## src/rtl/waveform_uart_tx.sv

```systemverilog
// -----------------------------------------------------------------------------
// waveform_uart_tx
//
// Reads DEPTH samples from a synchronous sample RAM. Sends them as one framed
// 8N1 UART packet:
//   0xA5, {pad,ch}, DEPTH[15:8], DEPTH[7:0],
//   then {pad, s[SAMPLE_W-1:8]}, s[7:0] for each sample,
//   then an XOR checksum of every byte after 0xA5.
// Bytes go out back to back with no idle gap.
//
// Ports
//   clk       system clock, all logic on posedge
//   reset_n   asynchronous active-low reset
//   start     1-cycle frame request, honoured only when idle
//   channel   channel to send, latched together with start
//   mem_ch    latched channel, selects the capture RAM
//   mem_addr  sample RAM read address
//   mem_data  RAM read data, one clock behind mem_addr
//   tx        UART line, idles high
//   busy      high from the accepted start to the end of the last stop bit
//   done      1-cycle pulse as busy falls
//   byte_stb  1-cycle pulse each time a byte enters the shift register
// -----------------------------------------------------------------------------
module waveform_uart_tx #(
  parameter int SAMPLE_W     = 14,
  parameter int DEPTH        = 500,
  parameter int NCH          = 4,
  parameter int CLKS_PER_BIT = 434,
  localparam int CH_W        = (NCH > 1) ? $clog2(NCH) : 1,
  localparam int ADDR_W      = (DEPTH > 1) ? $clog2(DEPTH) : 1
) (
  input  logic                clk,
  input  logic                reset_n,
  input  logic                start,
  input  logic [CH_W-1:0]     channel,
  output logic [CH_W-1:0]     mem_ch,
  output logic [ADDR_W-1:0]   mem_addr,
  input  logic [SAMPLE_W-1:0] mem_data,
  output logic                tx,
  output logic                busy,
  output logic                done,
  output logic                byte_stb
);

  localparam int                BAUD_W    = $clog2(CLKS_PER_BIT);
  localparam logic [BAUD_W-1:0] BAUD_LAST = BAUD_W'(CLKS_PER_BIT - 1);
  localparam logic [ADDR_W-1:0] ADDR_LAST = ADDR_W'(DEPTH - 1);
  localparam logic [15:0]       DEPTH16   = 16'(DEPTH);
  localparam logic [7:0]        SYNC_BYTE = 8'hA5;

  // The state names the kind of byte currently on the line. Sample fetches
  // run in a small pipeline beside the FSM, so there is no separate fetch state.
  localparam logic [2:0] S_IDLE    = 3'd0;
  localparam logic [2:0] S_HDR     = 3'd1;
  localparam logic [2:0] S_SEND_HI = 3'd2;
  localparam logic [2:0] S_SEND_LO = 3'd3;
  localparam logic [2:0] S_CHK     = 3'd4;

  logic [2:0]          state;
  logic [2:0]          nxt_state;
  logic [7:0]          nxt_byte;
  logic [1:0]          hdr_idx;
  logic [BAUD_W-1:0]   baud_cnt;
  logic [3:0]          bit_cnt;
  logic [8:0]          shreg;
  logic [7:0]          checksum;
  logic [7:0]          cur_lo;
  logic [SAMPLE_W-1:0] sample_reg;
  logic [15:0]         samp_ext;
  logic                last_samp;
  logic [1:0]          fetch_q;
  logic                baud_end;
  logic                byte_end;

  // Zero-extend the sample to 16 bits. When SAMPLE_W <= 8, the high byte is 0x00.
  assign samp_ext = 16'(sample_reg);
  assign baud_end = (baud_cnt == BAUD_LAST);
  assign byte_end = baud_end && (bit_cnt == 4'd9);

  // Pick the byte that follows the one now finishing, and the state that
  // describes it. Only consulted at byte boundaries.
  always_comb begin
    nxt_state = state;
    nxt_byte  = 8'h00;
    case (state)
      S_HDR: begin
        case (hdr_idx)
          2'd0:    nxt_byte = 8'(mem_ch);
          2'd1:    nxt_byte = DEPTH16[15:8];
          2'd2:    nxt_byte = DEPTH16[7:0];
          default: begin
            nxt_byte  = samp_ext[15:8];
            nxt_state = S_SEND_HI;
          end
        endcase
      end
      S_SEND_HI: begin
        nxt_byte  = cur_lo;
        nxt_state = S_SEND_LO;
      end
      S_SEND_LO: begin
        if (last_samp) begin
          nxt_byte  = checksum;
          nxt_state = S_CHK;
        end else begin
          nxt_byte  = samp_ext[15:8];
          nxt_state = S_SEND_HI;
        end
      end
      default: begin
        nxt_state = state;
        nxt_byte  = 8'h00;
      end
    endcase
  end

  // Frame sequencer, bit serializer and sample fetch pipeline.
  // A fetch sets mem_addr and fetch_q[0]. The RAM registers the address on
  // the next edge, and sample_reg captures mem_data one edge later.
  // When a sample's high byte is loaded, its low byte is copied to cur_lo.
  // The fetch for the next sample then starts at once. It finishes long before
  // the low byte has been shifted out.
  always_ff @(posedge clk or negedge reset_n) begin
    if (!reset_n) begin
      state      <= S_IDLE;
      tx         <= 1'b1;
      busy       <= 1'b0;
      done       <= 1'b0;
      byte_stb   <= 1'b0;
      mem_addr   <= '0;
      mem_ch     <= '0;
      checksum   <= 8'h00;
      hdr_idx    <= 2'd0;
      baud_cnt   <= '0;
      bit_cnt    <= 4'd0;
      shreg      <= 9'h1FF;
      cur_lo     <= 8'h00;
      sample_reg <= '0;
      last_samp  <= 1'b0;
      fetch_q    <= 2'b00;
    end else begin
      done     <= 1'b0;
      byte_stb <= 1'b0;
      fetch_q  <= {fetch_q[0], 1'b0};
      if (fetch_q[1]) begin
        sample_reg <= mem_data;
      end

      if (state == S_IDLE) begin
        tx <= 1'b1;
        if (start) begin
          // The sync byte is loaded on the accepting edge. Its start bit
          // therefore appears together with busy.
          busy      <= 1'b1;
          mem_ch    <= channel;
          mem_addr  <= '0;
          fetch_q   <= 2'b01;
          checksum  <= 8'h00;
          hdr_idx   <= 2'd0;
          last_samp <= 1'b0;
          tx        <= 1'b0;
          shreg     <= {1'b1, SYNC_BYTE};
          bit_cnt   <= 4'd0;
          baud_cnt  <= '0;
          byte_stb  <= 1'b1;
          state     <= S_HDR;
        end
      end else if (!baud_end) begin
        baud_cnt <= baud_cnt + BAUD_W'(1);
      end else begin
        baud_cnt <= '0;
        if (!byte_end) begin
          tx      <= shreg[0];
          shreg   <= {1'b1, shreg[8:1]};
          bit_cnt <= bit_cnt + 4'd1;
        end else if (state == S_CHK) begin
          state <= S_IDLE;
          busy  <= 1'b0;
          done  <= 1'b1;
          tx    <= 1'b1;
        end else begin
          tx       <= 1'b0;
          shreg    <= {1'b1, nxt_byte};
          bit_cnt  <= 4'd0;
          byte_stb <= 1'b1;
          state    <= nxt_state;
          if (nxt_state != S_CHK) begin
            checksum <= checksum ^ nxt_byte;
          end
          if (state == S_HDR) begin
            hdr_idx <= hdr_idx + 2'd1;
          end
          if (nxt_state == S_SEND_HI) begin
            cur_lo    <= samp_ext[7:0];
            last_samp <= (mem_addr == ADDR_LAST);
            if (mem_addr != ADDR_LAST) begin
              mem_addr   <= mem_addr + ADDR_W'(1);
              fetch_q[0] <= 1'b1;
            end
          end
        end
      end
    end
  end

endmodule

```

## config.mk

```make
export PLATFORM = sky130hd
export DESIGN_NAME = waveform_uart_tx
export DESIGN_NICKNAME = d
export VERILOG_FILES = /design/src/rtl/waveform_uart_tx.sv
export SDC_FILE = /design/constraint.sdc
export NUM_CORES = 1
export LEC_CHECK = 0
export CAP_MARGIN = 20
export CORE_UTILIZATION = 36
export CTS_BUF_LIST = sky130_fd_sc_hd__clkbuf_8 sky130_fd_sc_hd__clkbuf_16
export DETAILED_ROUTE_END_ITERATION = 10
export PLACE_DENSITY_LB_ADDON = 0.25
export REMOVE_ABC_BUFFERS = 1
export SLEW_MARGIN = 20
export SYNTH_ARGS = -nofsm -noshare
export SYNTH_HDL_FRONTEND = slang
export SYNTH_SLANG_ARGS = --single-unit
```

## constraint.sdc

```tcl
create_clock -name clk -period 3 [get_ports clk]
set_input_delay 0.6 -clock clk [delete_from_list [all_inputs] [get_ports clk]]
set_output_delay 0.6 -clock clk [all_outputs]
set_load 0.01 [all_outputs]
```

Yosys cells after proc, flatten, opt, wreduce, memory -nomap -nowiden
Cells that the tools add are included.
{"block": "totals", "reg_bits": 75, "latchBits": 0, "mem_bits_rw": 0, "romBits": 0, "input_bits": 19, "output_inout_bits": 15, "word_cells": 132, "memories": 0}
{"block": "op_classes", "n_addsub": 4, "n_mul": 0, "n_div": 0, "order_cmp": 0, "n_eq_ne": 15, "n_shift": 0, "mux": 74, "bitwise_logic": 3, "n_reduce_logical": 20}
{"cell": "9-bit 2-to-1 mux", "count": 14}
{"cell": "8-bit 2-to-1 mux", "count": 7}
{"cell": "8-bit case mux with 3 select lines", "count": 2}
{"cell": "1-bit 2-to-1 mux", "count": 31}
{"cell": "3-bit 2-to-1 mux", "count": 7}
{"cell": "4-bit 2-to-1 mux", "count": 5}
{"cell": "5-bit AND reduction", "count": 4}
{"cell": "9-bit by 1-bit adder with 9-bit output, second input constant", "count": 2}
{"cell": "9-bit equality test, second input constant", "count": 2}
{"cell": "2-bit 2-to-1 mux", "count": 7}
{"cell": "2-bit nonzero test", "count": 7}
{"cell": "3-bit by 2-bit equality test with 1-bit output, second input constant", "count": 3}
{"cell": "9-bit inequality test, second input constant", "count": 1}
{"cell": "3-bit case mux with 3 select lines", "count": 1}
{"cell": "8-bit bitwise XOR", "count": 1}
{"cell": "3-bit inequality test, second input constant", "count": 2}
{"cell": "3-bit AND reduction", "count": 2}
{"cell": "6-bit AND reduction", "count": 1}
{"cell": "4-bit by 1-bit adder with 4-bit output, second input constant", "count": 1}
{"cell": "4-bit equality test, second input constant", "count": 1}
{"cell": "2-bit inequality test, second input constant", "count": 2}
{"cell": "4-bit AND reduction", "count": 1}
{"cell": "3-bit by 1-bit equality test with 1-bit output, second input constant", "count": 1}
{"cell": "3-bit equality test, second input constant", "count": 1}
{"cell": "9 further kinds", "count": 10}

Logic depth before layout (Yosys ltp)
Gate-level depths: netlist of the first run.
{"block": "logic_depth", "ltp_word": 10, "mapped_depth": 8, "depth_no_buf": 7}

Worst setup path after synthesis of the first run
Ideal clock, no wire load.
{"block": "synth_path", "path_type": "register to register", "start": "reg baud_cnt[6]", "end": "reg checksum[0]", "setup_ns": 0.066, "t_arrival_ns": 2.161, "required_ns": 2.934, "setup_slack_ns": 0.773, "stages_incl_launch_ff": 7, "n_path_buf": 1, "period_less_slack_ns": 2.227, "cell_sequence": "dfrtp_1 > or4b_1 > buf_2 > nor4_4 > nand2_4 > or4_1 > nand2_1"}
{"block": "synth_via", "elab_chain_len": 4, "word_cells_on_any_way": 5, "cone_classes": "eq/ne: 1; reduce/logical: 4"}
{"element": "start: declaration", "line": "63", "text": "logic [BAUD_W-1:0] baud_cnt;"}
{"element": "start signal: assignment", "line": "169", "text": "baud_cnt <= baud_cnt + BAUD_W'(1);"}
{"element": "9-bit equality test *", "line": "77", "text": "assign baud_end = (baud_cnt == BAUD_LAST);"}
{"element": "1-bit logical AND", "line": "78", "text": "assign byte_end = baud_end && (bit_cnt == 4'd9);"}
{"element": "2-bit nonzero test (no source line)"}
{"element": "5-bit AND reduction (no source line) *"}
{"element": "end signal: assignment", "line": "188", "text": "checksum <= checksum ^ nxt_byte;"}
{"element": "end: declaration", "line": "66", "text": "logic [7:0] checksum;"}
Mark *: on every way between the ends. The rest lies on a longest branch, timed or not.
A chain may end at the register's enable or synchronous reset.

Worst setup path in the final report of the first run
{"block": "layout_path", "start": "reg baud_cnt[6]", "end": "reg checksum[3]"}
The elaborated chain is that of the path after synthesis.

==> results of run 1 <==
cell usage in the layout (no fill, tap or decap), types with 2 or more instances in the layout:
cell type and count:
a31o_2 3, mux2_2 22, and3_1 8, nand3_1 19, o21ai_0 31, mux2i_1 7, clkinvlp_4 3, nor2b_1 4
inv_1 9, a31oi_1 12, ha_1 9, nor3_1 7, nand2_1 36, a21oi_1 28, buf_4 9, o211ai_1 8
nand2b_1 6, xnor2_1 2, dfrtp_1 65, a211oi_1 4, nor2_1 21, xor2_1 3, or2_2 2, nand3b_1 6
or2b_1 4, dfstp_2 9, o31ai_1 6, clkdlybuf4s50_1 32, nand4_1 6, clkbuf_8 10
critical path: stages (launching register included):
cell and delay [ns]:
dfrtp_1 0.41, or4b_1 0.68, nor2_1 0.31, nand2_1 0.34
nor4_1 0.41, mux2i_1 0.23
per-stage QoR:
stage	std cells	worst slack (ns)	hold WS, ns
final	555	0.525	0.377
after global placement	538	0.552	0.455
after CTS	554	0.459	0.438
after floorplan	361	0.627	0.304
after global routing	555	0.357	0.474
after detailed placement	538	0.454	0.465
layer usage:
metal,up-vias,part of all wire
met5,-,0
met4,0,0.016
met3,11,0.027
met2,49,0.47
met1,1476,0.49
li1,1453,-
path summary, 6_finish.rpt:
| path | startpoint | end | depth (start not counted) |
|---|---|---|---|
| max | baud_cnt[6] | checksum[3] | 5 |
| min | reset_n | hdr_idx[0] | 1 |
| max reg2reg | baud_cnt[6] | checksum[3] | 5 |
| min reg2reg | fetch_q[0] | fetch_q[1] | 1 |
| max in group asynchronous | reset_n | checksum[0] | 1 |
| min in group clk | fetch_q[0] | fetch_q[1] | 1 |
final cells by class:
type                       count  share of cell area
clock buffer                  10              0.0308
inverter                       9             0.00756
timing repair buffer          42              0.0879
multi-input combinational    278               0.404
clock inverter                 6              0.0148
sequential                    74               0.417
tap                          136              0.0381
power by group through the flow:
stage / sequential [mW] / clock [mW] / combinational, mW
after floorplan: 1.04 / 0 / 0.0231
after global placement: 1.04 / 0 / 0.0742
after detailed placement: 1.04 / 0 / 0.0751
after CTS: 1.02 / 0.816 / 0.0753
after global routing: 1.03 / 0.853 / 0.0825
final: 1.02 / 0.797 / 0.0726
cell families (layout without fill, tap and decap cells):
group / Yosys count / count (layout) / synth area share
AOI/OAI and AO/OA: 103 / 103 / 0.165
xor gates and xnor gates: 5 / 5 / 0.0116
adders and majority gates: 9 / 9 / 0.0298
buffers and inverters: 30 / 67 / 0.0301
DFF: 74 / 74 / 0.493
muxes: 29 / 29 / 0.0841
and+or+nand+nor: 132 / 132 / 0.187
==> qor.csv, run 1 <==
stage;metric;value;unit
grt;largest net degree at the start of global routing;75;
place;Post-DP Area;4260;um^2
grt;gr usage total;0.167;
cts;Hold Buf Count CTS;0;
grt;met1 Track Usage GR;0.230;
routing;via count;2989;
sta;unrepaired setup endpoints after global routing;false;
logic_synthesis;Post-synth ARST share;1.00;
pwr;VDD IR max;0.181;mV
logic_synthesis;Post-Syn Area;3780;um^2
cts;CTS tree;done;
worst_setup_path;WS Path Type;flip-flop to flip-flop;
routing;Final ANT Viol Nets;0;
cts;cts bufs inserted;9;
worst_setup_path;R2R Setup Slk;0.53;ns
routing;Vias/cell;5.39;
logic_synthesis;library cells used by synthesis;53;
sta;worst slew pin tran;0.949;ns
place;gpl congestion;0.810;
sta;setup tns final;0;ns
logic_synthesis;share of the synthesized area in the top cell type;0.430;
routing;router iterations before antenna repair;7;
final_layout;FF/Latch Area;1860;um^2
grt;GR Util met2;0.263;
floorplan;Die X-Extent;104;um
hold_path;Hold Path Class;input port to async pin;
worst_setup_path;Worst setup SP type;flip-flop;
cts;Longest Clk Path Bufs;2;
logic_synthesis;post-synth top area cell;dfrtp_1;
final_layout;max reg flops;14;
logic_synthesis;Yosys Warn Count;0;
pwr;Power Density;424;nW/um^2
logic_synthesis;Post-Synthesis Cells;382;
cts;setup bufs post-CTS;0;
worst_setup_path;Worst Path Max Fanout;12;
final_layout;Layout Utilization;0.437;
worst_setup_path;Worst Path Required;3.27;ns
pwr;PnR Total Power;1.89;mW
final_layout;area of the multi-input gates;1800;um^2
routing;routed len/inst;15.5;um
logic_synthesis;Yosys reg bits;74;
sta;clk_skew;0.0121;ns
pwr;Clock Power Share;0.421;
routing;Iteration-0 DRC Markers;195;
grt;total grt overflow;0;
logic_synthesis;sequential-to-total area share from yosys stat;0.493;
floorplan;starting density of the core;0.370;
cts;H-tree depth;3;
cts;Resize count post-CTS;0;
place;port buffer count;33;
cts;Root Driver;clkbuf_8;
logic_synthesis;Synth area leaders;dfrtp_1 43%, mux2_2 6.6%, dfstp_2 6.3%;
status;outcome;complete, no violations;
worst_setup_path;CP Capture Type;flip-flop;
grt;vias in the first global route;2914;
sta;Hold Violations, Final;0;
sta;Final Critical Period;2.47;ns
sta;Max Slew Vio Count;0;
routing;Post-route DRC;0;
cts;clock slew at reported path FFs;0.08;ns
floorplan;core area;10200;um^2
floorplan;FP Rows;37;
cts;# clock sinks;74;
pwr;combinational fraction of design power;0.038;
grt;gr busiest metal;met2;
sta;final setup violation count;0;
routing;final WL;8630;um
logic_synthesis;Synth Area per Inst;9.90;um^2
logic_synthesis;Commonest cells post-synth;65 x dfrtp_1, 36 x nand2_1, 31 x o21ai_0, 28 x a21oi_1, 22 x mux2_2;
final_layout;# diodes;0;
logic_synthesis;Post-synth EDFFs;0;
run;number of max-cap violations;0;
worst_setup_path;WP data arrival;2.74;ns
logic_synthesis;top-count cell post-synth;dfrtp_1;
logic_synthesis;ys flop type;dfrtp_1;
floorplan;die height;104;um
floorplan;Die ar.;10900;um^2
pwr;leakage;1.89;nW
grt;initial antenna violation count;0;
final_layout;final net count;442;
grt;first-pass GRT wire length;14500;um
cts;clk_lat worst skew;0.35;ns
pwr;Reg power frac;0.541;
pwr;Int Pwr;1.46;mW
sta;achievable clock frequency;404;MHz
floorplan;number of I/O pins;34;
final_layout;share of post-route cells with drive strength above 1;0.160;
grt;met3 usage;0.0257;
sta;max_slew headroom;0.367;
final_layout;Design Area, Final;4470;um^2
place;post-DP HPWL;5830;um
final_layout;synth-to-layout area growth;18.2;%
pwr;Psw;0.436;mW
sta;post-route clock period utilization;0.825;
pwr;Sw Ratio;0.230;
final_layout;fill count;992;
Power figures use the tool's default switching activity.
==> inputs of run 2 (changes only) <==
- clock period: 3 -> 2.2 ns (I/O delays scaled with it)
==> qor.csv, run 2 (same netlist as run 1, synthesis figures left out) <==
stage;metric;value;unit;change
status;outcome;complete, no violations;;
floorplan;die height;104;um;unchanged
sta;final setup violation count;0;;unchanged
final_layout;max reg flops;14;;unchanged
pwr;Clock Power Share;0.435;;+0.014
routing;via count;3087;;+3.3%
worst_setup_path;R2R depth;5;;unchanged
cts;CTS tree;done;;
final_layout;# diodes;0;;unchanged
cts;cts bufs inserted;9;;unchanged
final_layout;FF/Latch Area;1860;um^2;unchanged
cts;clock slew at reported path FFs;0.09;ns;about the same
floorplan;core area;10200;um^2;unchanged
pwr;Power Density;567;nW/um^2;+34%
worst_setup_path;Critical R2R Capture;checksum[0];;
pwr;Psw;0.591;mW;+36%
sta;Hold WS;0.0126;ns;-0.365 ns
pwr;VDD IR max;0.269;mV;+49%
hold_path;Hold Path Class;input port to async pin;;
sta;post-route clock period utilization;0.934;;+0.109
cts;H-tree depth;3;;unchanged
floorplan;FP Rows;37;;unchanged
cts;# clock sinks;74;;unchanged
sta;fin worst setup slack;0.146;ns;-0.379 ns
place;post-DP HPWL;6320;um;+8.4%
pwr;leakage;2.04;nW;+8.1%
routing;router iterations before antenna repair;4;;-3
worst_setup_path;Worst Path Max Fanout;6;;-6
floorplan;Die ar.;10900;um^2;unchanged
final_layout;Layout Utilization;0.458;;+0.0215
final_layout;fill count;978;;-1.4%
sta;worst slew pin tran;0.579;ns;-0.370 ns
sta;max_slew headroom;0.614;;+0.247
worst_setup_path;CP Capture Type;flip-flop;;
cts;Longest Clk Path Bufs;2;;unchanged
sta;Max Slew Vio Count;0;;unchanged
final_layout;share of post-route cells with drive strength above 1;0.207;;+0.0468
worst_setup_path;R2R Setup Slk;0.15;ns;-0.38 ns
pwr;Reg power frac;0.525;;-0.016
worst_setup_path;FF-to-FF Start;baud_cnt[6];;
sta;achievable clock frequency;487;MHz;+21%
grt;initial antenna violation count;0;;unchanged
pwr;Int Pwr;2.07;mW;+42%
final_layout;commonest non-fill, non-tap cells in the layout;65 x dfrtp_1, 36 x nand2_1, 35 x buf_4;;
place;port buffer count;33;;unchanged
final_layout;final net count;468;;+5.9%
floorplan;number of I/O pins;34;;unchanged
run;number of max-cap violations;0;;unchanged
floorplan;starting density of the core;0.370;;unchanged
grt;total grt overflow;0;;unchanged
sta;Hold Violations, Final;0;;unchanged
cts;clk_lat worst skew;0.37;ns;+0.02 ns
place;post-place setup slack;0.0790;ns;-0.375 ns
final_layout;area of the multi-input gates;1810;um^2;+0.21%
routing;final WL;8790;um;+1.8%
routing;Iteration-0 DRC Markers;200;;+2.6%
final_layout;synth-to-layout area growth;24.0;%;
routing;routed len/inst;15.1;um;-2.7%
pwr;Sw Ratio;0.223;;-0.00794
pwr;combinational fraction of design power;0.040;;+0.002
sta;unrepaired setup endpoints after global routing;false;;
floorplan;Die X-Extent;104;um;unchanged
grt;largest net degree at the start of global routing;35;;-53%
routing;Post-route DRC;0;;unchanged
worst_setup_path;Worst Path Required;2.51;ns;-0.76 ns
worst_setup_path;WS Path Type;flip-flop to flip-flop;;
routing;Vias/cell;5.31;;-1.3%
sta;Final Critical Period;2.05;ns;-0.421 ns
routing;Final ANT Viol Nets;0;;unchanged
grt;vias in the first global route;3024;;+3.8%
worst_setup_path;Worst setup SP type;flip-flop;;
cts;Root Driver;clkbuf_8;;
final_layout;most common cell after layout, fill and taps aside;dfrtp_1;;
worst_setup_path;WP data arrival;2.36;ns;-0.38 ns
sta;clk_skew;0.0128;ns;+0.000687 ns
grt;first-pass GRT wire length;15200;um;+4.3%
place;gpl congestion;0.834;;+3.0%
grt;gr usage total;0.177;;+0.00966
[run 2: changes by cell type in the layout (fill, tap and decap cells not counted), sizes merged]
cell / previous run / this run
buf: 9 / 36
clkinvlp: 3 / 0
clkbuf: 11 / 9
inv: 9 / 11
bufinv: 1 / 2
clkinv: 2 / 3
[run 2: worst max-delay path, stage by stage, from the launching register on]
cell	delay, ns
dfrtp_1	0.39
or4b_4	0.59
nor4_4	0.38
nand2_4	0.06
or4_1	0.48
nand2_1	0.09
[run 2: final cells by class]
type / instances / share of cell area
flip-flops and latches: 74 / 0.397
clock buffers: 9 / 0.0264
multi-input cells: 278 / 0.386
well taps: 136 / 0.0363
clock inverters: 7 / 0.0184
repair buffers: 68 / 0.129
inverters: 9 / 0.00721
[run 2: power by group through the flow]
stage               Sequential (mW)  Clock [mW]  Combinational (mW)
finish                         1.40        1.16               0.107
detailed placement             1.42           0               0.110
global route                   1.40        1.23               0.120
floorplan                      1.42           0              0.0316
global placement               1.42           0               0.109
CTS                            1.40        1.18               0.111
[run 2: repair_timing]
action,in CTS,in global routing
hold buffers,0,0
buffers inserted,0,1
resized for setup,0,1
setup endpoints to repair,0,7
[run 2: worst max path at each step]
stage | startpoint | end | cells past startpoint
floorplan | baud_cnt[6] | cur_lo[0] | 4
global placement | baud_cnt[6] | mem_addr[7] | 6
detailed placement | baud_cnt[6] | shreg[4] | 5
CTS | baud_cnt[6] | shreg[4] | 5
global route | baud_cnt[6] | mem_addr[7] | 6
finish | baud_cnt[6] | checksum[0] | 5
[run 2: per-stage QoR]
step | power, mW | TNS, ns | area, um^2 | instances
5_1_grt | 2.75 | 0 | 4690 | 581
2_1_floorplan | 1.45 | -1.58 | 3700 | 361
3_5_place_dp | 1.53 | 0 | 4470 | 564
4_1_cts | 2.68 | 0 | 4680 | 580
3_3_place_gp | 1.53 | 0 | 4470 | 564
6_report | 2.66 | 0 | 4690 | 581
[run 2: routing by layer]
metal / wire length (um) / track usage
met1: 4340 / 0.245
met2: 4000 / 0.268
met3: 323 / 0.0370
met4: 124 / 0.0704
met5: 0 / 0
